--- src/rtl/au_pkg.sv ---
// Shared opcodes and FSM state encoding for the parametrised arithmetic unit.
package au_pkg;

    localparam logic [1:0] OP_ADD = 2'b00;
    localparam logic [1:0] OP_SUB = 2'b01;
    localparam logic [1:0] OP_MUL = 2'b10;
    localparam logic [1:0] OP_DIV = 2'b11;

    typedef enum logic [1:0] {
        ST_IDLE = 2'b00,
        ST_EXEC = 2'b01,
        ST_DONE = 2'b10
    } au_state_e;

endpackage

--- src/rtl/au_iter_core.sv ---
// Iterative datapath: shift-add multiplier and restoring divider, one step per enable.
// Next-step values are exposed so the caller can capture the final step's result at the same edge.
module au_iter_core #(
    parameter int WIDTH = 8
) (
    input  logic               clk,
    input  logic               rst_n,
    input  logic               load_i,
    input  logic               en_i,
    input  logic [WIDTH-1:0]   a_i,
    input  logic [WIDTH-1:0]   b_i,
    output logic [2*WIDTH-1:0] prod_nxt_o,
    output logic [WIDTH-1:0]   quot_nxt_o,
    output logic [WIDTH-1:0]   rem_nxt_o
);

    logic [WIDTH-1:0]   mcand_q;
    logic [WIDTH-1:0]   dvsr_q;
    logic [2*WIDTH-1:0] prod_q;
    logic [2*WIDTH-1:0] prod_d;
    logic [WIDTH-1:0]   quot_q;
    logic [WIDTH-1:0]   quot_d;
    logic [WIDTH-1:0]   rem_q;
    logic [WIDTH-1:0]   rem_d;
    logic [WIDTH:0]     partial_s;
    logic [WIDTH:0]     shifted_s;
    logic [WIDTH:0]     trial_s;
    logic               ge_s;

    // One multiply and one divide step computed from the current partial registers.
    always_comb begin
        partial_s = {1'b0, prod_q[2*WIDTH-1:WIDTH]};
        if (prod_q[0]) begin
            partial_s = partial_s + {1'b0, mcand_q};
        end else begin
            partial_s = partial_s + {(WIDTH+1){1'b0}};
        end
        prod_d = {partial_s, prod_q[WIDTH-1:1]};

        // Remainder stays below the divisor, so a trial that does not wrap fits in WIDTH bits.
        shifted_s = {rem_q, quot_q[WIDTH-1]};
        trial_s   = shifted_s - {1'b0, dvsr_q};
        ge_s      = ~trial_s[WIDTH];
        if (ge_s) begin
            rem_d = trial_s[WIDTH-1:0];
        end else begin
            rem_d = shifted_s[WIDTH-1:0];
        end
        quot_d = {quot_q[WIDTH-2:0], ge_s};
    end

    assign prod_nxt_o = prod_d;
    assign quot_nxt_o = quot_d;
    assign rem_nxt_o  = rem_d;

    // Partial registers: seeded on load, advanced one step per enable.
    always_ff @(posedge clk or negedge rst_n) begin
        if (!rst_n) begin
            mcand_q <= {WIDTH{1'b0}};
            dvsr_q  <= {WIDTH{1'b0}};
            prod_q  <= {(2*WIDTH){1'b0}};
            quot_q  <= {WIDTH{1'b0}};
            rem_q   <= {WIDTH{1'b0}};
        end else if (load_i) begin
            mcand_q <= a_i;
            dvsr_q  <= b_i;
            prod_q  <= {{WIDTH{1'b0}}, b_i};
            quot_q  <= a_i;
            rem_q   <= {WIDTH{1'b0}};
        end else if (en_i) begin
            prod_q  <= prod_d;
            quot_q  <= quot_d;
            rem_q   <= rem_d;
        end else begin
            prod_q  <= prod_q;
        end
    end

endmodule

--- src/rtl/au_multi_cycle_param.sv ---
// Parametrised multi-cycle arithmetic unit: ADD/SUB in one cycle, MUL/DIV over WIDTH iterations,
// start/busy/done handshake and explicit divide-by-zero flag.
module au_multi_cycle_param
    import au_pkg::*;
#(
    parameter int WIDTH = 8,
    localparam int CNT_W = $clog2(WIDTH) + 1
) (
    input  logic               clk,
    input  logic               reset,
    input  logic               start,
    input  logic [WIDTH-1:0]   a,
    input  logic [WIDTH-1:0]   b,
    input  logic [1:0]         ctrl,
    output logic [2*WIDTH-1:0] y,
    output logic               c,
    output logic               err,
    output logic               busy,
    output logic               done
);

    au_state_e          state_q, state_d;
    logic [WIDTH-1:0]   a_q, a_d;
    logic [WIDTH-1:0]   b_q, b_d;
    logic [1:0]         op_q, op_d;
    logic [CNT_W-1:0]   cnt_q, cnt_d;
    logic [2*WIDTH-1:0] y_q, y_d;
    logic               c_q, c_d;
    logic               err_q, err_d;
    logic               busy_q, busy_d;
    logic               done_q, done_d;
    logic               load_s;
    logic               en_s;
    logic               last_s;
    logic [WIDTH:0]     add_s;
    logic [WIDTH:0]     sub_s;
    logic [2*WIDTH-1:0] prod_nxt_s;
    logic [WIDTH-1:0]   quot_nxt_s;
    logic [WIDTH-1:0]   rem_nxt_s;

    assign add_s  = {1'b0, a_q} + {1'b0, b_q};
    assign sub_s  = {1'b0, a_q} - {1'b0, b_q};
    assign last_s = (cnt_q == CNT_W'(WIDTH - 1));

    au_iter_core #(
        .WIDTH (WIDTH)
    ) u_core (
        .clk        (clk),
        .rst_n      (reset),
        .load_i     (load_s),
        .en_i       (en_s),
        .a_i        (a),
        .b_i        (b),
        .prod_nxt_o (prod_nxt_s),
        .quot_nxt_o (quot_nxt_s),
        .rem_nxt_o  (rem_nxt_s)
    );

    // FSM next state, operand capture, iteration control and result formation.
    always_comb begin
        state_d = state_q;
        a_d     = a_q;
        b_d     = b_q;
        op_d    = op_q;
        cnt_d   = cnt_q;
        y_d     = y_q;
        c_d     = c_q;
        err_d   = err_q;
        load_s  = 1'b0;
        en_s    = 1'b0;

        case (state_q)
            ST_IDLE, ST_DONE: begin
                if (start) begin
                    a_d     = a;
                    b_d     = b;
                    op_d    = ctrl;
                    cnt_d   = {CNT_W{1'b0}};
                    load_s  = 1'b1;
                    state_d = ST_EXEC;
                end else begin
                    state_d = ST_IDLE;
                end
            end
            ST_EXEC: begin
                case (op_q)
                    OP_ADD: begin
                        y_d     = {{WIDTH{1'b0}}, add_s[WIDTH-1:0]};
                        c_d     = add_s[WIDTH];
                        err_d   = 1'b0;
                        state_d = ST_DONE;
                    end
                    OP_SUB: begin
                        // The wrapped top bit of the extended difference is exactly a<b.
                        y_d     = {{WIDTH{1'b0}}, sub_s[WIDTH-1:0]};
                        c_d     = sub_s[WIDTH];
                        err_d   = 1'b0;
                        state_d = ST_DONE;
                    end
                    OP_MUL: begin
                        en_s = 1'b1;
                        if (last_s) begin
                            y_d     = prod_nxt_s;
                            c_d     = 1'b0;
                            err_d   = 1'b0;
                            state_d = ST_DONE;
                        end else begin
                            cnt_d = cnt_q + CNT_W'(1);
                        end
                    end
                    OP_DIV: begin
                        if (b_q == {WIDTH{1'b0}}) begin
                            y_d     = {a_q, {WIDTH{1'b1}}};
                            c_d     = 1'b0;
                            err_d   = 1'b1;
                            state_d = ST_DONE;
                        end else begin
                            en_s = 1'b1;
                            if (last_s) begin
                                y_d     = {rem_nxt_s, quot_nxt_s};
                                c_d     = 1'b0;
                                err_d   = 1'b0;
                                state_d = ST_DONE;
                            end else begin
                                cnt_d = cnt_q + CNT_W'(1);
                            end
                        end
                    end
                    default: begin
                        state_d = ST_IDLE;
                    end
                endcase
            end
            default: begin
                state_d = ST_IDLE;
            end
        endcase

        busy_d = (state_d == ST_EXEC);
        done_d = (state_d == ST_DONE);
    end

    // State, operand and result registers; reset aborts any operation in flight.
    always_ff @(posedge clk or negedge reset) begin
        if (!reset) begin
            state_q <= ST_IDLE;
            a_q     <= {WIDTH{1'b0}};
            b_q     <= {WIDTH{1'b0}};
            op_q    <= 2'b00;
            cnt_q   <= {CNT_W{1'b0}};
            y_q     <= {(2*WIDTH){1'b0}};
            c_q     <= 1'b0;
            err_q   <= 1'b0;
            busy_q  <= 1'b0;
            done_q  <= 1'b0;
        end else begin
            state_q <= state_d;
            a_q     <= a_d;
            b_q     <= b_d;
            op_q    <= op_d;
            cnt_q   <= cnt_d;
            y_q     <= y_d;
            c_q     <= c_d;
            err_q   <= err_d;
            busy_q  <= busy_d;
            done_q  <= done_d;
        end
    end

    assign y    = y_q;
    assign c    = c_q;
    assign err  = err_q;
    assign busy = busy_q;
    assign done = done_q;

endmodule

--- config.mk ---
export PLATFORM = sky130hd
export DESIGN_NAME = au_multi_cycle_param
export DESIGN_NICKNAME = d
export VERILOG_FILES = /design/src/rtl/au_pkg.sv /design/src/rtl/au_iter_core.sv /design/src/rtl/au_multi_cycle_param.sv
export SDC_FILE = /design/constraint.sdc
export NUM_CORES = 1
export LEC_CHECK = 0
export ABC_AREA = 1
export BUFFER_PORTS_ARGS = -buffer_cell sky130_fd_sc_hd__buf_2
export CORE_ASPECT_RATIO = 0.6
export CORE_MARGIN = 2
export CORE_UTILIZATION = 60
export CTS_BUF_LIST = sky130_fd_sc_hd__clkbuf_8
export CTS_CLUSTER_SIZE = 24
export DETAILED_ROUTE_END_ITERATION = 8
export GPL_TIMING_DRIVEN = 1
export MAX_ROUTING_LAYER = met4
export PLACE_DENSITY = 0.82
export SKIP_CTS_REPAIR_TIMING = 1
export SLEW_MARGIN = 10
export SYNTH_ARGS = -nofsm -noshare
export SYNTH_HDL_FRONTEND = slang
export SYNTH_HIERARCHICAL = 1
export SYNTH_SLANG_ARGS = --single-unit
--- constraint.sdc ---
create_clock -name clk -period 3.8 [get_ports clk]
set_input_delay 0.19 -clock clk [delete_from_list [all_inputs] [get_ports clk]]
set_output_delay 0.19 -clock clk [all_outputs]
set_load 0.01 [all_outputs]
==> impl_metrics.toml, run 1 <==
[synthesis]
synth_nets = 851
syn_inst = 793
postSynth.asyncResetShare = 1.00
synth_compound_area_frac = 0.101
ys_seq_area_frac = 0.389
synth_cell_types = 45
synth-seq-cells = 92
synth_area_per_cell_um2 = 7.47
synth_top_family_by_area = "simple AND/OR/NAND/NOR gates"
yosys_warnings = 6
synth_flop_cell = "dfrtp_1"
syn-cell-area_um2 = 5920
synth-simple-area-share = 0.300
synth_edf_count = 0
synthMuxAreaShare = 0.00169
synth_xor_area_frac = 0.00888
synthAdderAreaFrac = 0.0833

[cells_and_area]
layout.nets = 868
final_area_um2 = 6240
antenna_cells = 0
finalNonFillerCells = 949
utilization = 0.641
area_growth_pct = 5.45
drive_gt1_frac = 0.113

[power_and_ir_drop]
cellPowerDensity_nw_per_um2 = 922
total_power_mw = 5.76
ir_drop_v = 0.000399
leakage_nw = 3.43

[timing]
setup_ws_ps = 977
hold_viol = 27
rsz0062_at_grt = "no"
worst_clock_skew_ps = 8.79
slew_viol_final = 0
finalSetupTns_ps = 0
worst_slew_pin_slew_ps = 987
fin_crit_ps = 2820
whs_ps = -69.6
relSlewSlack = 0.342
setup_viol_count_final = 0
min_period_over_period = 0.743
fmax_mhz = 354

[place]
numPlacedInstances = 934
hpwl_um = 11700
gp_congestion = 0.936
port_buffers = 40
postPlaceCellArea_um2 = 6050
pre_cts_ws_ps = 1120

[floorplanning]
die_h_um = 80.9
io_pins = 41
start_util = 0.608
core_area_um2 = 9740
die_x_um = 132
rows = 28
dieArea_um2 = 10700

[routing]
antenna_left = 0
drtIter0Drc = 533
num_vias = 5252
firstDrtPassIters = 5
routed.top_layer = "met4"
wl_met1_um = 7370
finalWirelength_um = 15400
wl_per_cell_um = 16.2
wl_met2_um = 5940
drcViolationCount = 0
viasPerCell = 5.53
dr_wl_met3_um = 1810

[clock_network]
cts_tree = "built"
clk_latency_ps = 370
path_clk_slew_ps = 90
cts.sinks = 92
cts_htree_levels = 3
clock_path_buffers = 2
cts_inserted_buffers = 9
clock-root-buffer = "clkbuf_8"

[critical_path]
cp_max_fo = 17
crit_buf_inv = 1
max_stage_delay_ps = 520
start_kind = "flop"
cpLargestDelayFamily = "simple AND/OR/NAND/NOR gates"
cp-end-kind = "flop"
path_class = "flop to flop"
critPathSlowestCell = "clkinv_1"
cp_data_arrival_time_ps = 3090
crit_chain = "nor2_2 > nand3_2 > nor2_4 > nand2_1 > and3_1 > nor2_4 > clkinv_1 > o221ai_1"
cpMostUsedCell = "nor2_4"
worst_ep_required_time_ps = 4070

[global_route]
grt_max_degree = 78
globalRoute.totalOverflow = 0
grt_antenna_before_repair = 0
grt_util_all_layers = 0.315
grt_pass1_wl_um = 24900
grt_pass1_vias = 4854

[outcome]
outcome = "finished, violations left"
violations = "hold timing"

[job]
maxCapViolations = 0

[worst_hold_path]
hold_class = "input pin to asynchronous set/reset pin"
-- state kept, by name, indices dropped and copies added, names as in the netlist --
signal	flops
state_q	2
c	1
u_core/rem_q	8
u_core/quot_q	8
a_q	8
done	1
op_q	2
u_core/mcand_q	8
b_q	8
busy	1
y	16
u_core/dvsr_q	8
err	1
u_core/prod_q	16
cnt_q	4
-- worst register-to-register path, stage by stage (launching register included) --
cell	delay [ps]
dfrtp_1	470
nor2_2	130
nand3_2	120
nor2_4	340
nand2_1	170
and3_1	240
nor2_4	340
clkinv_1	520
o221ai_1	400
-- layout make-up --
class	instances	area, um^2
clock buffers	9	124
clock inverters	6	66.3
fillers	895	3500
inverters	115	437
multi-input cells	550	2930
flip-flops and latches	92	2300
well taps	135	169
repair buffers	42	218
-- synth_stat cells (4+ instances only) --
cell	count	area [um^2]
a21oi_1	15	75.1
and2_1	9	56.3
buf_2	6	30.0
buf_4	17	128
clkbuf_1	9	33.8
dfrtp_1	92	2300
fa_1	4	80.1
ha_1	33	413
inv_1	105	394
inv_2	8	30.0
nand2_1	257	965
nand2_2	8	50.1
nand2_4	5	56.3
nand3_1	63	315
nand4_1	6	37.5
nor2_1	37	139
nor2_2	4	25.0
o211ai_1	4	30.0
o21ai_0	54	270
o21ai_1	6	30.0
o221ai_1	12	105
xor2_1	5	43.8
-- placed cells by master, fill, tap and decap left out, drive strengths merged, types with 2 or more instances in the layout --
cell type,count
inv,114
o221ai,12
xor2,5
dfrtp,92
a22o,3
o211ai,4
buf,42
o22ai,2
clkinv,4
nand4,6
nor2,45
a21oi,16
ha,33
nand3,65
or2,5
nand2,270
and3,2
o21ai,61
and2,9
clkbuf,9
fa,4
clkinvlp,2
-- power by group --
| group | leakage [nW] | switching (mW) | total (mW) | internal (mW) |
|---|---|---|---|---|
| Sequential | 1.18 | 0.372 | 1.75 | 1.38 |
| Clock | 0.0931 | 0.362 | 0.664 | 0.302 |
| Combinational | 2.16 | 2.21 | 3.34 | 1.14 |
| Total | 3.43 | 2.94 | 5.76 | 2.82 |
-- cells by family (layout without fill, tap and decap cells) --
group,after synthesis,after routing
and+or+nand+nor,404,404
buffers and inverters,151,172
AOI/OAI and AO/OA,102,102
DFF,92,92
adders and majority gates,37,37
xor gates and xnor gates,6,6
muxes,1,1
-- layer usage --
metal,vias to the layer above,global-route usage
li1,2534,-
met1,2441,0.446
met2,248,0.433
met3,29,0.107
met4,0,0.0774
met5,-,-
-- final timing paths --
path,startpoint,to,slack [ps],depth (start not counted)
setup / recovery,b_q[1],u_core/prod_q[3],980,8
min in group clk,a[3],a_q[3],20,3
hold reg to reg,y[13],y[13],480,2
max in group asynchronous,reset,a_q[0],3010,2
hold / removal,reset,y[5],-70,1
setup reg to reg,b_q[1],u_core/prod_q[3],980,8
(Power assumes the default switching activity.)
==> run 2, diff against run 1 <==
- clock period: 3.8 -> 2.8 ns (I/O delays scaled with it)
==> run 2 against run 1 <==
Compared with the run above: the run still ends with hold timing left; largest cell class unchanged; clock power grew 36%; cell count grew 1.4%; total power grew 36%.
==> impl_metrics.toml, run 2 (synthesized netlist as in run 1, its figures left out) <==
[power_and_ir_drop]
ir_drop_v = 0.000502
leakage_nw = 3.50
cellPowerDensity_nw_per_um2 = 1230

[timing]
whs_ps = -10.9
worst_slew_pin_slew_ps = 686
slew_viol_final = 0
min_period_over_period = 0.873
finalSetupTns_ps = 0
rsz0062_at_grt = "no"
fmax_mhz = 409
setup_ws_ps = 356
hold_viol = 3
relSlewSlack = 0.543
setup_viol_count_final = 0
fin_crit_ps = 2440
worst_clock_skew_ps = 17.3

[cells_and_area]
final_common_cell = "nand2_1"
regArea_um2 = 2300
drive_gt1_frac = 0.119
finalNonFillerCells = 962
antenna_cells = 0
final_cell_mix = "257 x nand2_1, 104 x inv_1, 92 x dfrtp_1"
area_growth_pct = 7.69
utilization = 0.655
layout.nets = 880
fill_cells = 892
multi_input_area_um2 = 2930

[critical_path]
timing.reg2reg.setup_slack_ps = 360
cpLargestDelayFamily = "simple AND/OR/NAND/NOR gates"
critPathSlowestCell = "fa_1"
cp_data_arrival_time_ps = 2720
regToRegEndpoint = "y[10]"
max_stage_delay_ps = 470
start_kind = "flop"
cpMostUsedCell = "nand2_1"
path_class = "flop to flop"
cp-end-kind = "flop"
cp_max_fo = 9
crit_chain = "inv_1 > ha_1 > inv_1 > fa_1 > nand2_2 > nand2_2 > nand3_2 > nand3_1 > nand2_4 > nand2_1 > and2_1 > o21ai_0 > o21ai_1 > nand2_1 > nand2_1"
crit-reg2reg-launch = "u_core/quot_q[7]"
crit_buf_inv = 2
ff2ff_path_depth = 15
worst_ep_required_time_ps = 3080

[outcome]
violations = "hold timing"
outcome = "finished, violations left"

[worst_hold_path]
whs_path_depth = 3
hp-start = "a[7]"
hold_class = "input pin to flop"
hold_end = "a_q[7]"

[floorplanning]
die_x_um = 132
io_pins = 41
core_area_um2 = 9740
die_h_um = 80.9
rows = 28
start_util = 0.608
dieArea_um2 = 10700

[routing]
viasPerCell = 5.54
drtIter0Drc = 522
finalWirelength_um = 15600
wl_per_cell_um = 16.2
num_vias = 5333
firstDrtPassIters = 5
drcViolationCount = 0
antenna_left = 0

[clock_network]
clock_path_buffers = 2
cts_inserted_buffers = 9
cts_htree_levels = 3
clock-root-buffer = "clkbuf_8"
cts.sinks = 92
path_clk_slew_ps = 100
cts_tree = "built"
clk_latency_ps = 390

[global_route]
grt_antenna_before_repair = 0
grt_pass1_wl_um = 25100
grt_util_all_layers = 0.317
grt_pass1_vias = 4840
globalRoute.totalOverflow = 0
grt_max_degree = 54

[place]
port_buffers = 40
hpwl_um = 12100
gp_congestion = 0.937
numPlacedInstances = 938
pre_cts_ws_ps = 437

[job]
maxCapViolations = 0
[run 2: per-layer routing]
layer,vias to the layer above,share of wire,global-route usage
li1,2558,-,-
met1,2510,0.48,0.466
met2,245,0.40,0.436
met3,20,0.12,0.0911
met4,0,0.0086,0.0645
met5,-,0,-
[run 2: power breakdown]
| part | internal (mW) | switching, mW |
|---|---|---|
| Combinational | 1.57 | 2.97 |
| Sequential | 1.87 | 0.528 |
| Clock | 0.355 | 0.546 |
| Total | 3.79 | 4.05 |
[run 2: layout make-up]
type	count	share of cell area
Multi-Input combinational cell	550	0.459
Sequential cell	92	0.361
Inverter	115	0.0685
Timing Repair Buffer	54	0.0534
Tap cell	135	0.0265
Clock buffer	9	0.0194
Clock inverter	7	0.0120
[run 2: per-stage QoR]
| stage | power, mW | cell area, um^2 |
|---|---|---|
| floorplan | 5.79 | 5920 |
| global placement | 6.64 | 6100 |
| detailed placement | 6.82 | 6100 |
| CTS | 7.74 | 6300 |
| global route | 8.55 | 6380 |
| finish | 7.84 | 6380 |
[run 2: worst reg2reg max path: stages, from the launching register on]
cell and delay (ps):
dfrtp_1 390, inv_1 80, ha_1 150, inv_1 80
fa_1 470, nand2_2 80, nand2_2 70, nand3_2 100
nand3_1 130, nand2_4 160, nand2_1 90, and2_1 150
o21ai_0 190, o21ai_1 80, nand2_1 60, nand2_1 50
[run 2: worst max path at each step]
stage                           from     to  slack (ps)  cells past startpoint
floorplan           u_core/quot_q[7]  y[10]         650                     15
global placement    u_core/quot_q[7]  y[12]         510                     15
detailed placement  u_core/quot_q[7]   y[8]         440                     15
CTS                 u_core/quot_q[7]  y[10]         380                     15
global route        u_core/quot_q[7]  y[11]         160                     15
finish              u_core/quot_q[7]  y[10]         360                     15
==> run 3, diff against run 2 <==
- CORE_UTILIZATION: 60 -> 39
- PLACE_DENSITY: 0.82 -> 0.59
==> run 3 against run 2 <==
Compared with the run above: total power increased by 1.5%; first-iteration DRC count decreased by 28%; sequential power about the same; clock power increased by 7.1%; routed wire length increased by 6.0%; sequential cell count unchanged; cell count increased by 6.8%; largest power group unchanged; register-to-register slack about the same; the flow still finishes with violations (hold timing); via count decreased by 4.0%; design area increased by 1.6%; utilization decreased by 21 points.
==> impl_metrics.toml, run 3 (synthesized netlist as in run 1, its figures left out) <==
[outcome]
outcome = "finished, violations left"
violations = "hold timing"

[timing]
min_period_over_period = 0.868
worst_slew_pin_slew_ps = 711
whs_ps = -15.1
fmax_mhz = 412
setup_ws_ps = 370
worst_clock_skew_ps = 11.4
slew_viol_final = 0
relSlewSlack = 0.526
setup_viol_count_final = 0
finalSetupTns_ps = 0
rsz0062_at_grt = "no"
hold_viol = 3
fin_crit_ps = 2430

[global_route]
grt_antenna_before_repair = 0
grt_util_all_layers = 0.222
grt_max_degree = 61
grt_pass1_wl_um = 26400
grt_pass1_vias = 4655
globalRoute.totalOverflow = 0

[critical_path]
worst_ep_required_time_ps = 3070
path_class = "flop to flop"
max_stage_delay_ps = 480
cp_data_arrival_time_ps = 2700
cp_max_fo = 9
cp-end-kind = "flop"
start_kind = "flop"
cpMostUsedCell = "nand2_1"
critPathSlowestCell = "fa_1"
crit_chain = "inv_1 > ha_1 > inv_1 > fa_1 > nand2_2 > nand2_2 > nand3_2 > nand3_1 > nand2_4 > nand2_1 > and2_1 > o21ai_0 > o21ai_0 > nand2_1 > nand2_1"
ff2ff_path_depth = 15

[routing]
wl_per_cell_um = 16.1
firstDrtPassIters = 7
finalWirelength_um = 16500
drcViolationCount = 0
antenna_left = 0
viasPerCell = 4.99
num_vias = 5120
drtIter0Drc = 377

[cells_and_area]
final_cell_mix = "257 x nand2_1, 104 x inv_1, 92 x dfrtp_1"
area_growth_pct = 9.47
finalNonFillerCells = 1027
final_area_um2 = 6480
final_common_cell = "nand2_1"
layout.nets = 882
utilization = 0.442
drive_gt1_frac = 0.121
antenna_cells = 0

[clock_network]
cts_tree = "built"
cts_inserted_buffers = 9
clock-root-buffer = "clkbuf_8"
clock_path_buffers = 2
cts_htree_levels = 3
cts.sinks = 92
clk_latency_ps = 370
path_clk_slew_ps = 100

[floorplanning]
die_x_um = 163
io_pins = 41
dieArea_um2 = 16200
die_h_um = 99.4
start_util = 0.403
core_area_um2 = 14700
rows = 34

[place]
hpwl_um = 12800
postPlaceCellArea_um2 = 6180
pre_cts_ws_ps = 381
port_buffers = 40
gp_congestion = 0.918
numPlacedInstances = 1002

[power_and_ir_drop]
total_power_mw = 7.95
leakage_nw = 3.51
cellPowerDensity_nw_per_um2 = 1230
ir_drop_v = 0.000438

[job]
maxCapViolations = 0

[worst_hold_path]
whs_path_depth = 3
hold_class = "input pin to flop"
-- run 3: cell types whose count changed in the layout (fill, tap and decap cells not counted), sizes merged --
cell / previous run / this run
buf: 46 / 47
bufinv: 0 / 1
clkinv: 6 / 4
clkbuf: 9 / 10
dlygate4sd3: 8 / 9
clkinvlp: 0 / 1
inv: 116 / 115
-- run 3: worst paths after layout --
check                      slack [ps]              from                end
min reg2reg                       480              y[5]               y[5]
max in group asynchronous        1770             reset  u_core/prod_q[12]
max reg2reg                       370  u_core/quot_q[7]              y[11]
min                               -20           ctrl[0]            op_q[0]
min in group asynchronous         350             reset               y[4]
max                               370  u_core/quot_q[7]              y[11]
-- run 3: cell type report --
class,instances,area [um^2]
Timing Repair Buffer,56,358
Fill cell,1522,8200
Tap cell,198,248
Sequential cell,92,2300
Clock buffer,10,138
Clock inverter,6,71.3
Inverter,115,437
Multi-Input combinational cell,550,2930
-- run 3: worst max-delay path: cells and delay by family, from the launching register on --
family / cells / cell delay, ps
AND/OR/NAND/NOR: 9 / 870
adder cells (fa/ha/maj): 2 / 640
flip-flops: 1 / 390
AO/OA/AOI/OAI: 2 / 250
buffers and inverters: 2 / 160
-- run 3: routing by layer --
| metal | vias to the layer above | track usage | wire (um) |
|---|---|---|---|
| li1 | 2570 | - | - |
| met1 | 2345 | 0.366 | 9110 |
| met2 | 192 | 0.262 | 5700 |
| met3 | 13 | 0.0567 | 1610 |
| met4 | 0 | 0.0347 | 103 |
| met5 | - | - | 0 |
-- run 3: report_power, final --
part,internal [mW],switching [mW]
clock network,0.447,0.517
logic,1.58,3.01
registers,1.87,0.530
total,3.90,4.06
